## config.mk

```make
export PLATFORM = sky130hd
export DESIGN_NAME = pipe_out_fifo_flat
export DESIGN_NICKNAME = d
export VERILOG_FILES = /design/src/rtl/pipe_out_fifo_if.sv /design/src/rtl/pipe_out_fifo.sv /design/src/flat_wrapper.sv
export SDC_FILE = /design/constraint.sdc
export NUM_CORES = 1
export LEC_CHECK = 0
export CAP_MARGIN = 20
export CORE_UTILIZATION = 56
export DETAILED_ROUTE_END_ITERATION = 12
export GPL_ROUTABILITY_DRIVEN = 0
export GPL_TIMING_DRIVEN = 0
export PLACE_DENSITY = 0.84
export SETUP_SLACK_MARGIN = 0.3
export SLEW_MARGIN = 20
export SYNTH_ARGS = -nofsm -noshare
export SYNTH_HDL_FRONTEND = slang
export SYNTH_SLANG_ARGS = --single-unit
```

## constraint.sdc

```tcl
create_clock -name clk -period 5.6 [get_ports clk]
set_input_delay 1.68 -clock clk [delete_from_list [all_inputs] [get_ports clk]]
set_output_delay 1.68 -clock clk [all_outputs]
set_load 0.1 [all_outputs]
```

## src/rtl/pipe_out_fifo_if.sv

```systemverilog
// Handshake bundle between the fixed-latency pipeline, the output FIFO and its consumer.
// master: environment (pipeline producer + consumer); slave: the FIFO itself.
interface pipe_out_fifo_if #(
  parameter int WIDTH = 8
);
  logic             in_valid;
  logic [WIDTH-1:0] in_data;
  logic             out_valid;
  logic             out_ready;
  logic [WIDTH-1:0] out_data;

  modport master (
    output in_valid, in_data, out_ready,
    input  out_valid, out_data
  );

  modport slave (
    input  in_valid, in_data, out_ready,
    output out_valid, out_data
  );
endinterface

```

## src/rtl/pipe_out_fifo.sv

```systemverilog
// First-word-fall-through buffer absorbing a non-stallable pipeline's output words.
// Optional feature macro: PIPE_OUT_FIFO_DROP_CNT_EN adds a saturating 8-bit drop counter port.
module pipe_out_fifo #(
  parameter int WIDTH = 8,
  parameter int DEPTH = 4
) (
  input  logic                     clk,
  input  logic                     rst,
  pipe_out_fifo_if.slave           bus,
  output logic [$clog2(DEPTH):0]   count,
  output logic                     full,
  output logic                     empty,
  output logic                     overflow
`ifdef PIPE_OUT_FIFO_DROP_CNT_EN
  ,
  output logic [7:0]               drop_cnt
`endif
);

  localparam int AW = $clog2(DEPTH);
  localparam int CW = AW + 1;

  if (DEPTH < 2 || (DEPTH & (DEPTH - 1)) != 0) begin : g_depth_check
    $error("pipe_out_fifo: DEPTH must be a power of 2 and >= 2");
  end

  logic [WIDTH-1:0] mem [DEPTH];
  logic [AW-1:0]    rd_ptr;
  logic [AW-1:0]    wr_ptr;
  logic             pop;
  logic             push;
  logic             drop;

  assign full          = (count == CW'(DEPTH));
  assign empty         = (count == '0);
  assign bus.out_valid = !empty;
  assign bus.out_data  = bus.out_valid ? mem[rd_ptr] : '0;

  assign pop  = bus.out_valid && bus.out_ready;
  assign push = bus.in_valid && (!full || pop);
  assign drop = bus.in_valid && full && !pop;

  // Storage needs no reset; reads are gated by count.
  always_ff @(posedge clk) begin
    if (!rst && push) begin
      mem[wr_ptr] <= bus.in_data;
    end
  end

  always_ff @(posedge clk) begin
    if (rst) begin
      rd_ptr   <= '0;
      wr_ptr   <= '0;
      count    <= '0;
      overflow <= 1'b0;
    end else begin
      if (pop) begin
        rd_ptr <= rd_ptr + AW'(1);
      end
      if (push) begin
        wr_ptr <= wr_ptr + AW'(1);
      end
      if (push && !pop) begin
        count <= count + CW'(1);
      end else if (pop && !push) begin
        count <= count - CW'(1);
      end
      if (drop) begin
        overflow <= 1'b1;
      end
    end
  end

`ifdef PIPE_OUT_FIFO_DROP_CNT_EN
  always_ff @(posedge clk) begin
    if (rst) begin
      drop_cnt <= '0;
    end else if (drop && drop_cnt != 8'hFF) begin
      drop_cnt <= drop_cnt + 8'd1;
    end
  end
`endif

endmodule

```

## src/flat_wrapper.sv

```systemverilog
// flat-port wrapper written by rule: the top's interface ports become plain ports
module pipe_out_fifo_flat 
#(
  parameter int WIDTH = 8,
  parameter int DEPTH = 4
)
  (clk, rst, count, full, empty, overflow, bus_in_valid, bus_in_data, bus_out_ready, bus_out_valid, bus_out_data);
  pipe_out_fifo_if #(.WIDTH(WIDTH)) bus_i ();
  input  logic clk;
  input  logic rst;
  output logic [$clog2(DEPTH):0] count;
  output logic full;
  output logic empty;
  output logic overflow;
  input wire logic [$bits(bus_i.in_valid)-1:0] bus_in_valid;
  input wire logic [$bits(bus_i.in_data)-1:0] bus_in_data;
  input wire logic [$bits(bus_i.out_ready)-1:0] bus_out_ready;
  output wire logic [$bits(bus_i.out_valid)-1:0] bus_out_valid;
  output wire logic [$bits(bus_i.out_data)-1:0] bus_out_data;
  assign bus_i.in_valid = bus_in_valid;
  assign bus_i.in_data = bus_in_data;
  assign bus_i.out_ready = bus_out_ready;
  assign bus_out_valid = bus_i.out_valid;
  assign bus_out_data = bus_i.out_data;
  pipe_out_fifo #(.WIDTH(WIDTH), .DEPTH(DEPTH)) u_core (.clk(clk), .rst(rst), .bus(bus_i), .count(count), .full(full), .empty(empty), .overflow(overflow));
endmodule
```

# [Word-level counts from Yosys, hierarchy flattened]
# Memories as Yosys holds them, arrays and structs flattened. A register that Yosys moved wholly into a read port is not among the register bits.
# Index checks and enable logic that the tools add are counted.
[op_classes] add_sub_neg=4 n_mux=7 n_reduce_logical=15 n_eq_ne=1
[ops] cell="8-bit two-way mux" count=1
[ops] cell="1-bit logical AND" count=7
[ops] cell="3-bit two-way mux" count=2
[ops] cell="1-bit logical NOT" count=5
[ops] cell="2-bit by 1-bit adder with 2-bit output, second input constant" count=2
[ops] cell="2-bit two-way mux" count=2
[ops] cell="3-bit by 1-bit adder with 3-bit output, second input constant" count=1
[ops] cell="3-bit equality test, second input constant" count=1
[ops] cell="3-bit logical NOT" count=1
[ops] cell="3-bit by 1-bit subtractor with 3-bit output, second input constant" count=1
[ops] cell="1-bit two-way mux" count=2
[ops] cell="2-bit nonzero test" count=1
[ops] cell="1-bit logical OR" count=1
[totals] elab_cells=32 ff_bits=8 ram_bits=32 inputBits=12 memories=1 output_inout_bits=15
[memory_table] name="u_core.mem" words=4 width=8 read_ports=1 rd_clocked_by_memory_dff=1 write_ports=1 line="pipe_out_fifo.sv:27" rtl="logic [WIDTH-1:0] mem [DEPTH];"

# [Depth between registers and ports, before layout]
# Gate-level depths: netlist of the first run.
[logic_depth] word_depth=9 mapped_depth=9 ltp_nobuf=9

# [Worst setup path before layout of the first run]
# Ideal clock, no wire load.
[synth_path] path_type="register -> output" start="register u_core.count[0]" end="output bus_out_data[0]" n_path_buf=1 required_time_ps=3920 t_arrival_ps=3064 stages_incl_launch_ff=4 path_slack_ps=856 cell_sequence="dfxtp_1 > nor3_1 > buf_2 > nor2b_1"
[synth_via] elab_chain_len=2
[synth_lines] item="from (decl)" line="pipe_out_fifo.sv:10" rtl="output logic [$clog2(DEPTH):0] count,"
[synth_lines] item="from (signal assigned)" line="pipe_out_fifo.sv:64" rtl="count <= count + CW'(1);"
[synth_lines] item="from (signal assigned)" line="pipe_out_fifo.sv:66" rtl="count <= count - CW'(1);"
[synth_lines] item="3-bit logical NOT" line="pipe_out_fifo.sv:35" rtl="assign empty = (count == '0);"
[synth_lines] item="named net empty" line="flat_wrapper.sv:13" rtl="output logic empty;"
[synth_lines] item="8-bit two-way mux" line="pipe_out_fifo.sv:37" rtl="assign bus.out_data = bus.out_valid ? mem[rd_ptr] : '0;"
[synth_lines] item="to (decl)" line="flat_wrapper.sv:19" rtl="output wire logic [$bits(bus_i.out_data)-1:0] bus_out_data;"
# The timed path passes the listed nets, and every way through them passes these cells.

==> flow_summary.toml, run 1 <==
[cts]
clockRootBuffer = "clkbuf_4"
insertion_delay_ns = 0.35
clock_tree.buffer_depth = 2
tritoncts_num_sinks = 42
hold_buffer_count_at_cts = 0
cts_repair_resize_count = 0
cts_tree = "done"
cts_setup_buffers = 0
cts.reportedPaths.clkPinSlew_ns = 0.12
cts_made_buffers = 5
cts_htree_levels = 2

[timing]
worstMarginPinSlew_ns = 0.975
timing.fmax_mhz = 230
worst_slew_margin_rel_pct = 34.8
final.min_clock_period_ns = 4.34
fin_worst_hold_slack_ns = 0.495
setup_repair_after_global_routing_missed_its_margin = "no"
final_max_slew_viol_count = 0
worst_clock_skew_ns = 0.00761
final.period_utilization_pct = 77.5
hold_viol = 0
setup-tns-final_ns = 0
final_setup_fails = 0

[hold_path]
min-delay-path-class = "flip-flop to flip-flop"

[cells_and_area]
areaGrowthSynthToFinish_pct = 21.5
area_of_combinational_cells_with_multiple_inputs_um2 = 554
fillerInstances = 184
finish.net_count = 156
layoutNonFillerInstCount = 170
drive_above_1_share_pct = 18.7
final_core_util_pct = 74.0
num_antenna_cells = 0
seqCellArea_um2 = 1160

[setup_path]
setup.worst_path.end_class = "output port"
worst-endpoint-arrival_ns = 2.66
ff2ff_setup_slack_ns = 3.25
critical_path.slowest_cell = "clkdlybuf4s50_1"
required_time_worst_endpoint_ns = 3.92
timing.critical_path.to = "bus_out_data[0]"
worst_r2r_end = "u_core.count[2]"
worst-r2r-cell-count = 7
critical_path.startpoint_type = "flip-flop"
critPathMaxFanout = 8
critPathMaxStageDelay_ns = 1.14
cp_cell_sequence = "clkbuf_1 -> mux4_2 -> nor2b_1 -> clkdlybuf4s50_1"
criticalPathCategory = "flip-flop to output port"
regToRegStartpoint = "u_core.count[0]"

[detailed_routing]
wl_mm = 2.97
route.detailed.drc = 3
via_per_inst = 5.55
dr.first_iter.drc_count = 28
num_vias = 943
detail-route-antenna-nets = 0
drt_pre_antenna_iters = 8
route.detailed.wl_per_inst_um = 17.5

[synthesis]
synth_area_in_xor_xnor_pct = 1.51
synth_area_per_cell_um2 = 16.6
yosysWarningCount = 0
synth_simple_gate_area_share_pct = 9.22
adder_cell_fraction_of_synth_area_pct = 4.75
synth.ff_latch_count = 42
netlist_instances = 105
synth_nets = 123
yosysSeqAreaShare_pct = 66.8
dominant_combinational_cell_family_by_area_after_synthesis = "multiplexers"
yosys-mux-area-fraction_pct = 12.4
post_synth_instance_area_um2 = 1740
ys_types = 26
synth_compound_gate_area_share_pct = 2.88

[floorplanning]
placement_rows = 19
start_util_pct = 60.9
coreArea_um2 = 2850
die-area_um2 = 3330
fp.dieW_um = 57.7
num_io_pins = 27
dieHeight_um = 57.7

[global_route]
grt_overflow_total = 0
antenna_found_initial = 0
global_route_wire_length_before_repair_mm = 4.89
first_global_vias = 991
grt_max_degree = 14
track_usage_pct = 21.5

[placed_design]
post-place-cells = 162
place.detailed.hpwl_mm = 2.16
numPortBuffers = 26

[run_status]
status = "finished with violations"
violations = "design-rule violations"

[flow_run]
max_cap_viols = 0
==> kinds of logic after synthesis <==
logic type               count (synthesis)
AO/OA/AOI/OAI                            7
XOR/XNOR                                 3
adder cells (fa/ha/maj)                  6
buffers and inverters                   10
flip-flops                              42
multiplexers                            11
AND/OR/NAND/NOR                         26
==> stage by stage <==
| stage | instance area, µm² | setup WS, ns |
|---|---|---|
| floorplan | 1740 | 0.856 |
| global placement | 2040 | 1.62 |
| detailed placement | 2060 | 1.62 |
| CTS | 2110 | 1.23 |
| global route | 2110 | 1.14 |
| finish | 2110 | 1.26 |
==> worst min-delay path by stage <==
stage,depth (start not counted),startpoint,to
3_3_place_gp,2,u_core.overflow,u_core.overflow
3_5_place_dp,2,u_core.overflow,u_core.overflow
5_1_grt,2,u_core.overflow,u_core.overflow
6_report,2,u_core.overflow,u_core.overflow
2_1_floorplan,2,u_core.rd_ptr[1],flip-flop
4_1_cts,2,u_core.overflow,u_core.overflow
==> sequential cells by signal (all words and copies together), names as in the netlist, named ones only <==
name,count
u_core.rd_ptr,2
u_core.wr_ptr,2
u_core.count,3
u_core.mem,32
u_core.overflow,1
==> synthesized netlist by cell type (all sizes together) <==
cell / count / area [µm²]
xor2: 3 / 26.3
nand2b: 2 / 12.5
a31oi: 1 / 6.26
edfxtp: 32 / 961
or3: 2 / 13.8
a21bo: 1 / 16.3
nor2: 7 / 26.3
mux2: 1 / 15.0
inv: 6 / 25.0
nor3: 1 / 5.00
dfxtp: 10 / 200
o31ai: 1 / 7.51
fa: 1 / 20.0
mux2i: 2 / 20.0
clkbuf: 2 / 7.51
mux4: 8 / 180
nand2: 1 / 3.75
o21ai: 2 / 10.0
buf: 2 / 10.0
a21oi: 2 / 10.0
ha: 5 / 62.6
nor3b: 5 / 48.8
nor2b: 8 / 50.1
==> area by class of cell <==
class,count,area share [%]
Sequential cell,42,55.0
Clock inverter,3,0.771
Clock buffer,5,1.78
Multi-Input combinational cell,53,26.3
Inverter,6,1.19
Tap cell,31,1.84
Timing Repair Buffer,26,12.3
Buffer,4,0.830
==> layer usage <==
metal / up-vias / wire length [µm] / track usage [%]
met1: 456 / 1230 / 26.7
met2: 23 / 1570 / 35.9
met3: 7 / 115 / 4.91
met4: 0 / 54 / 10.5
li1: 457 / - / -
met5: - / 0 / 0
==> placed cells by master, fill, tap and decap left out, drive strengths merged <==
master and instances:
a21bo 1, a21oi 2, a31oi 1, buf 2, clkbuf 7, clkdlybuf4s50 26, clkinv 2, clkinvlp 1
dfxtp 10, edfxtp 32, fa 1, ha 5, inv 6, mux2 1, mux2i 2, mux4 8
nand2 1, nand2b 2, nor2 7, nor2b 8, nor3 1, nor3b 5, o21ai 2, o31ai 1
or3 2, xor2 3
==> critical path: cells and delay by family (launching register included) <==
family                 cells  cell delay [ns]
buffers and inverters      2             1.55
DFF                        1             0.32
muxes                      1             0.30
and+or+nand+nor            1             0.14
Power of run 1 is left out: the tool's default activity adds up to more than one toggle a clock period on the data nets, which glitch-free logic cannot reach.
==> run 2: changes to the inputs <==
--- a/config.mk
+++ b/config.mk
@@ -6,11 +6,11 @@
 export NUM_CORES = 1
 export LEC_CHECK = 0
 export CAP_MARGIN = 20
-export CORE_UTILIZATION = 56
+export CORE_UTILIZATION = 52
 export DETAILED_ROUTE_END_ITERATION = 12
 export GPL_ROUTABILITY_DRIVEN = 0
 export GPL_TIMING_DRIVEN = 0
-export PLACE_DENSITY = 0.84
+export PLACE_DENSITY = 0.79
 export SETUP_SLACK_MARGIN = 0.3
 export SLEW_MARGIN = 20
 export SYNTH_ARGS = -nofsm -noshare
==> constraint.sdc (replaced) <==
create_clock -name clk -period 4.2 [get_ports clk]
set_input_delay 1.26 -clock clk [delete_from_list [all_inputs] [get_ports clk]]
set_output_delay 1.26 -clock clk [all_outputs]
set_load 0.1 [all_outputs]
==> run 2 against run 1 <==
The flow now finishes without violations; count of clock-buffer cells in the layout up 2; critical path depth unchanged; die area up 7.4%; critical path type unchanged; first-iteration DRC count up 11%; routed wire length down 4.1%; cell count up 7.6%; clock skew down 0.0020 ns; cell area up 1.2%.
==> flow_summary.toml, run 2 (synthesis results as in run 1) <==
[run_status]
status = "finished clean"

[cells_and_area]
final_cell_mix = "edfxtp_1, clkdlybuf4s50_1, dfxtp_1"
largest_register_ffs = 32
drive_above_1_share_pct = 18.7
mostFrequentLayoutCell = "edfxtp_1"
layoutNonFillerInstCount = 183
areaGrowthSynthToFinish_pct = 23.0
num_antenna_cells = 0
layout_top_registers = "u_core.mem: 32 flops, u_core.count: 3 flops"
fillerInstances = 241
finish.net_count = 156
largest_register_by_flop_count = "u_core.mem"
final_core_util_pct = 68.9

[cts]
tritoncts_num_sinks = 42
cts_made_buffers = 5
cts_setup_buffers = 0
cts_htree_levels = 2
clock_tree.buffer_depth = 2
cts_tree = "done"
clockRootBuffer = "clkbuf_4"
insertion_delay_ns = 0.34
cts.reportedPaths.clkPinSlew_ns = 0.11

[setup_path]
critical_path_buffer_and_inverter_count = 3
worst_r2r_end = "u_core.count[2]"
required_time_worst_endpoint_ns = 2.94
criticalPathCategory = "flip-flop to output port"
worst-endpoint-arrival_ns = 2.42
ff2ff_setup_slack_ns = 1.87
cp_cell_sequence = "nor3_1 -> buf_2 -> inv_1 -> clkdlybuf4s50_1"
critPathMaxFanout = 10
timing.critical_path.from = "u_core.count[0]"
setup.worst_path.end_class = "output port"
critPathMaxStageDelay_ns = 0.96
cpLargestDelayFamily = "buffers and inverters"
worst-r2r-cell-count = 7
critical_path.startpoint_type = "flip-flop"
critical_path.slowest_cell = "clkdlybuf4s50_1"
regToRegStartpoint = "u_core.count[0]"

[detailed_routing]
route.detailed.wl_per_inst_um = 15.5
route.detailed.drc = 0
via_per_inst = 5.07
detail-route-antenna-nets = 0
dr.first_iter.drc_count = 31
wl_mm = 2.84
drt_pre_antenna_iters = 4
num_vias = 928

[global_route]
grt_max_degree = 13
track_usage_pct = 18.9
grt_overflow_total = 0
global_route_wire_length_before_repair_mm = 4.55
first_global_vias = 938
antenna_found_initial = 0

[floorplanning]
fp.dieW_um = 59.8
coreArea_um2 = 3100
placement_rows = 20
start_util_pct = 56.0
num_io_pins = 27
die-area_um2 = 3580
dieHeight_um = 59.8

[timing]
worstMarginPinSlew_ns = 0.984
setup_repair_after_global_routing_missed_its_margin = "no"
hold_viol = 0
final.min_clock_period_ns = 3.68
worst_slew_margin_rel_pct = 34.2
final_max_slew_viol_count = 0
worst_clock_skew_ns = 0.00557
final_setup_fails = 0
final.period_utilization_pct = 87.7
timing.fmax_mhz = 271

[placed_design]
post-place-cells = 175
numPortBuffers = 26
place.detailed.hpwl_mm = 2.04

[flow_run]
max_cap_viols = 0

[hold_path]
hold_start = "u_core.overflow"
timing.hold.worst_endpoint = "u_core.overflow"
min-delay-path-class = "flip-flop to flip-flop"
worstHoldPathCells = 2
run 2: changes by cell type in the layout (fill, tap and decap cells not counted), sizes merged:
cell | before | now
clkinvlp | 1 | 0
clkinv | 2 | 1
dlymetal6s2s | 0 | 4
clkdlybuf4s50 | 26 | 17
dlygate4sd2 | 0 | 5
clkbuf | 7 | 9
run 2: layout make-up:
type / instances / area (µm²) / area share [%]
clock buffer: 7 / 55.1 / 2.58
sequential: 42 / 1160 / 54.3
tap: 44 / 55.1 / 2.58
multi-input combinational: 53 / 554 / 25.9
clock inverter: 1 / 5.00 / 0.234
buffer: 4 / 17.5 / 0.820
inverter: 6 / 25.0 / 1.17
timing repair buffer: 26 / 264 / 12.4
run 2: routing by layer:
layer | up-vias | routed length [µm] | track usage, %
met3 | 6 | 112 | 6.49
met2 | 23 | 1450 | 30.0
met1 | 443 | 1240 | 24.2
met5 | - | 0 | 0
li1 | 456 | - | -
met4 | 0 | 41 | 6.98
run 2: worst register-to-register path, cell delays in order, from the launching register on:
cell and delay (ns):
dfxtp_1 0.42, o31ai_1 0.47, ha_1 0.26, inv_1 0.06
fa_1 0.37, xor2_1 0.15, or3_2 0.40, a21oi_1 0.14
run 2: worst max-delay path by stage:
stage                            end  cells after the start
global placement    u_core.mem[0][1]                      4
detailed placement   bus_out_data[7]                      4
global route           bus_out_valid                      4
floorplan            bus_out_data[0]                      3
CTS                  bus_out_data[1]                      4
finish                 bus_out_valid                      4
run 2: timing repair:
action	in CTS	in global routing
hold buffers	0	0
gates resized for setup	5	4
endpoints found under the setup margin	5	4
endpoints found under the hold margin	0	0
run 2: through the flow:
step | cell area, µm² | setup TNS [ns] | hold slack (ns) | setup slack [ns]
after CTS | 2130 | 0 | 0.511 | 0.303
final | 2140 | 0 | 0.515 | 0.516
after floorplan | 1740 | -0.991 | 0.459 | -0.124
after global routing | 2140 | 0 | 0.521 | 0.413
after detailed placement | 2070 | 0 | 0.484 | 0.641
after global placement | 2050 | 0 | 0.452 | 0.628
Power of run 2 is left out for the same reason.
==> edit (flow settings as in run 1) <==
`DEPTH` is set to 4 in 2 places; all go to 8.
--- a/src/rtl/pipe_out_fifo.sv
+++ b/src/rtl/pipe_out_fifo.sv
@@ -4,3 +4,3 @@
   parameter int WIDTH = 8,
-  parameter int DEPTH = 4
+  parameter int DEPTH = 8
 ) (
--- a/src/flat_wrapper.sv
+++ b/src/flat_wrapper.sv
@@ -4,3 +4,3 @@
   parameter int WIDTH = 8,
-  parameter int DEPTH = 4
+  parameter int DEPTH = 8
 )
Ports: changed (resized count); port bits go from 27 to 28. The function was not compared with the original's and may differ.
==> edit against run 1 <==
Utilization is 1.3 points lower; maximum frequency is 7.6% lower; synthesized area up 81%; worst hold slack got worse by 0.018 ns; highest routed layer unchanged; sequential cell count increased by 36; count of clock-buffer cells in the layout increased by 4; routed wire length increased by 100%; worst setup slack worse by 0.36 ns; design area is 80% higher.
==> edit: results (changes against run 1) <==
Outcome:
- Outcome: finished, final reports clean (was complete, but fails checks).

CTS:
- The number of levels in the clock H-tree came to 3 (was 2).
- The clock input transition at the sequential cells of the worst setup and hold paths is 0.08 ns (was 0.12 ns).

Routing:
- The DRC violation total after the first TritonRoute iteration was 124 (was 28).
- The vias per cell came to 5.81 (was 5.55).
- The wire length after detailed routing is 5940 um (was 2970 um).
- The first-pass iteration count of the detailed router came to 4 (was 8).
- The average wire per standard cell came to 20.0 um (was 17.5 um).

Synthesis:
- The number of distinct standard cells referenced by the synthesized netlist came to 35 (was 26).
- The net count after synthesis is 199 (was 123).
- The parity-gate share of the synthesized area counting xor and xnor cells was 0.0139 (was 0.0151).
- Largest cells by area after synthesis: sky130_fd_sc_hd__edfxtp_1, sky130_fd_sc_hd__mux4_2, sky130_fd_sc_hd__dfxtp_1, sky130_fd_sc_hd__mux2i_1, sky130_fd_sc_hd__nor2_1 (was sky130_fd_sc_hd__edfxtp_1, sky130_fd_sc_hd__dfxtp_1, sky130_fd_sc_hd__mux4_2, sky130_fd_sc_hd__ha_1, sky130_fd_sc_hd__nor2b_1).
- The adder and majority cell fraction of the synthesized area is 0.0263 (was 0.0475).
- The part of the Yosys area used for sequential elements is 0.701 (was 0.668).
- Most frequent cells after synthesis: sky130_fd_sc_hd__edfxtp_1, sky130_fd_sc_hd__nor2_1, sky130_fd_sc_hd__mux4_2 (was sky130_fd_sc_hd__edfxtp_1, sky130_fd_sc_hd__dfxtp_1, sky130_fd_sc_hd__mux4_2, sky130_fd_sc_hd__nor2b_1, sky130_fd_sc_hd__nor2_1).

Placed design:
- The placement-stage cell area was 0.00357 mm2 (was 0.00206 mm2).
- The port buffer count is 27 (was 26).
- The number of cells in the design after placement is 281 (was 162).
- The detailed placement HPWL is 4100 um (was 2160 um).

Layout:
- Largest registers: u_core.mem x64, u_core.count x4 (was u_core.mem x32, u_core.count x3).
- The count of fill cells added during filler insertion was 319 (was 184).
- The fraction of final layout cells sized beyond drive strength 1 is 0.264 (was 0.187).

Timing:
- The normalized max-slew margin is 0.336 (was 0.348).

GRT:
- The all-layer global routing usage is 0.227 (was 0.215).
- The number of global-route vias before repair is 1831 (was 991).
edit: cell type report:
cell class                 instances  area [um2]  share of cell area
inverter                           4        15.0             0.00394
multi-input combinational         91         933               0.245
timing repair buffer              30         290              0.0762
clock buffer                       9         124              0.0325
buffer                             8        43.8              0.0115
clock inverter                     7         113              0.0296
tap                               70        87.6              0.0230
sequential                        78        2200               0.578
edit: layer usage:
layer  GRT usage  vias up  wire, um
li1            -      779         -
met5           0        -         0
met4       0.110        0        72
met1       0.278      883      2440
met2       0.385       57      3190
met3      0.0488        6       239
edit: cells by family after synthesis:
logic type / after synthesis
buf+inv: 12
fa+ha+maj: 6
xor+xnor: 5
flops: 78
compound gates: 10
mux: 26
simple gates: 44
edit: worst paths after layout:
path,from,to,slack [ns],cells after the start
max,flip-flop,bus_out_data[1],0.90,6
min,u_core.overflow$_SDFFE_PP0P_,u_core.overflow$_SDFFE_PP0P_,0.48,2
max reg2reg,u_core.count[1]$_SDFFE_PP0P_,u_core.count[3]$_SDFFE_PP0P_,2.64,10
min reg2reg,u_core.overflow$_SDFFE_PP0P_,u_core.overflow$_SDFFE_PP0P_,0.48,2
edit: through the flow:
stage	setup WS, ns	utilization
CTS	0.863	0.727
finish	0.904	0.727
floorplan	0.0246	-
global route	0.746	0.727
detailed placement	1.25	0.682
global placement	1.03	0.672
edit: worst max-delay path, stage by stage (launching register included):
cell	delay (ns)
sky130_fd_sc_hd__dfxtp_1	0.31
sky130_fd_sc_hd__clkbuf_1	0.38
sky130_fd_sc_hd__buf_2	0.37
sky130_fd_sc_hd__mux4_2	0.26
sky130_fd_sc_hd__mux2i_1	0.08
sky130_fd_sc_hd__nor2_2	0.12
sky130_fd_sc_hd__clkdlybuf4s50_1	1.15
edit: report_power, final:
part,total (mW),switching (mW),internal (mW)
Clock,0.491,0.197,0.294
Combinational,0.909,0.636,0.274
Sequential,0.689,0.0277,0.661
Total,2.09,0.861,1.23
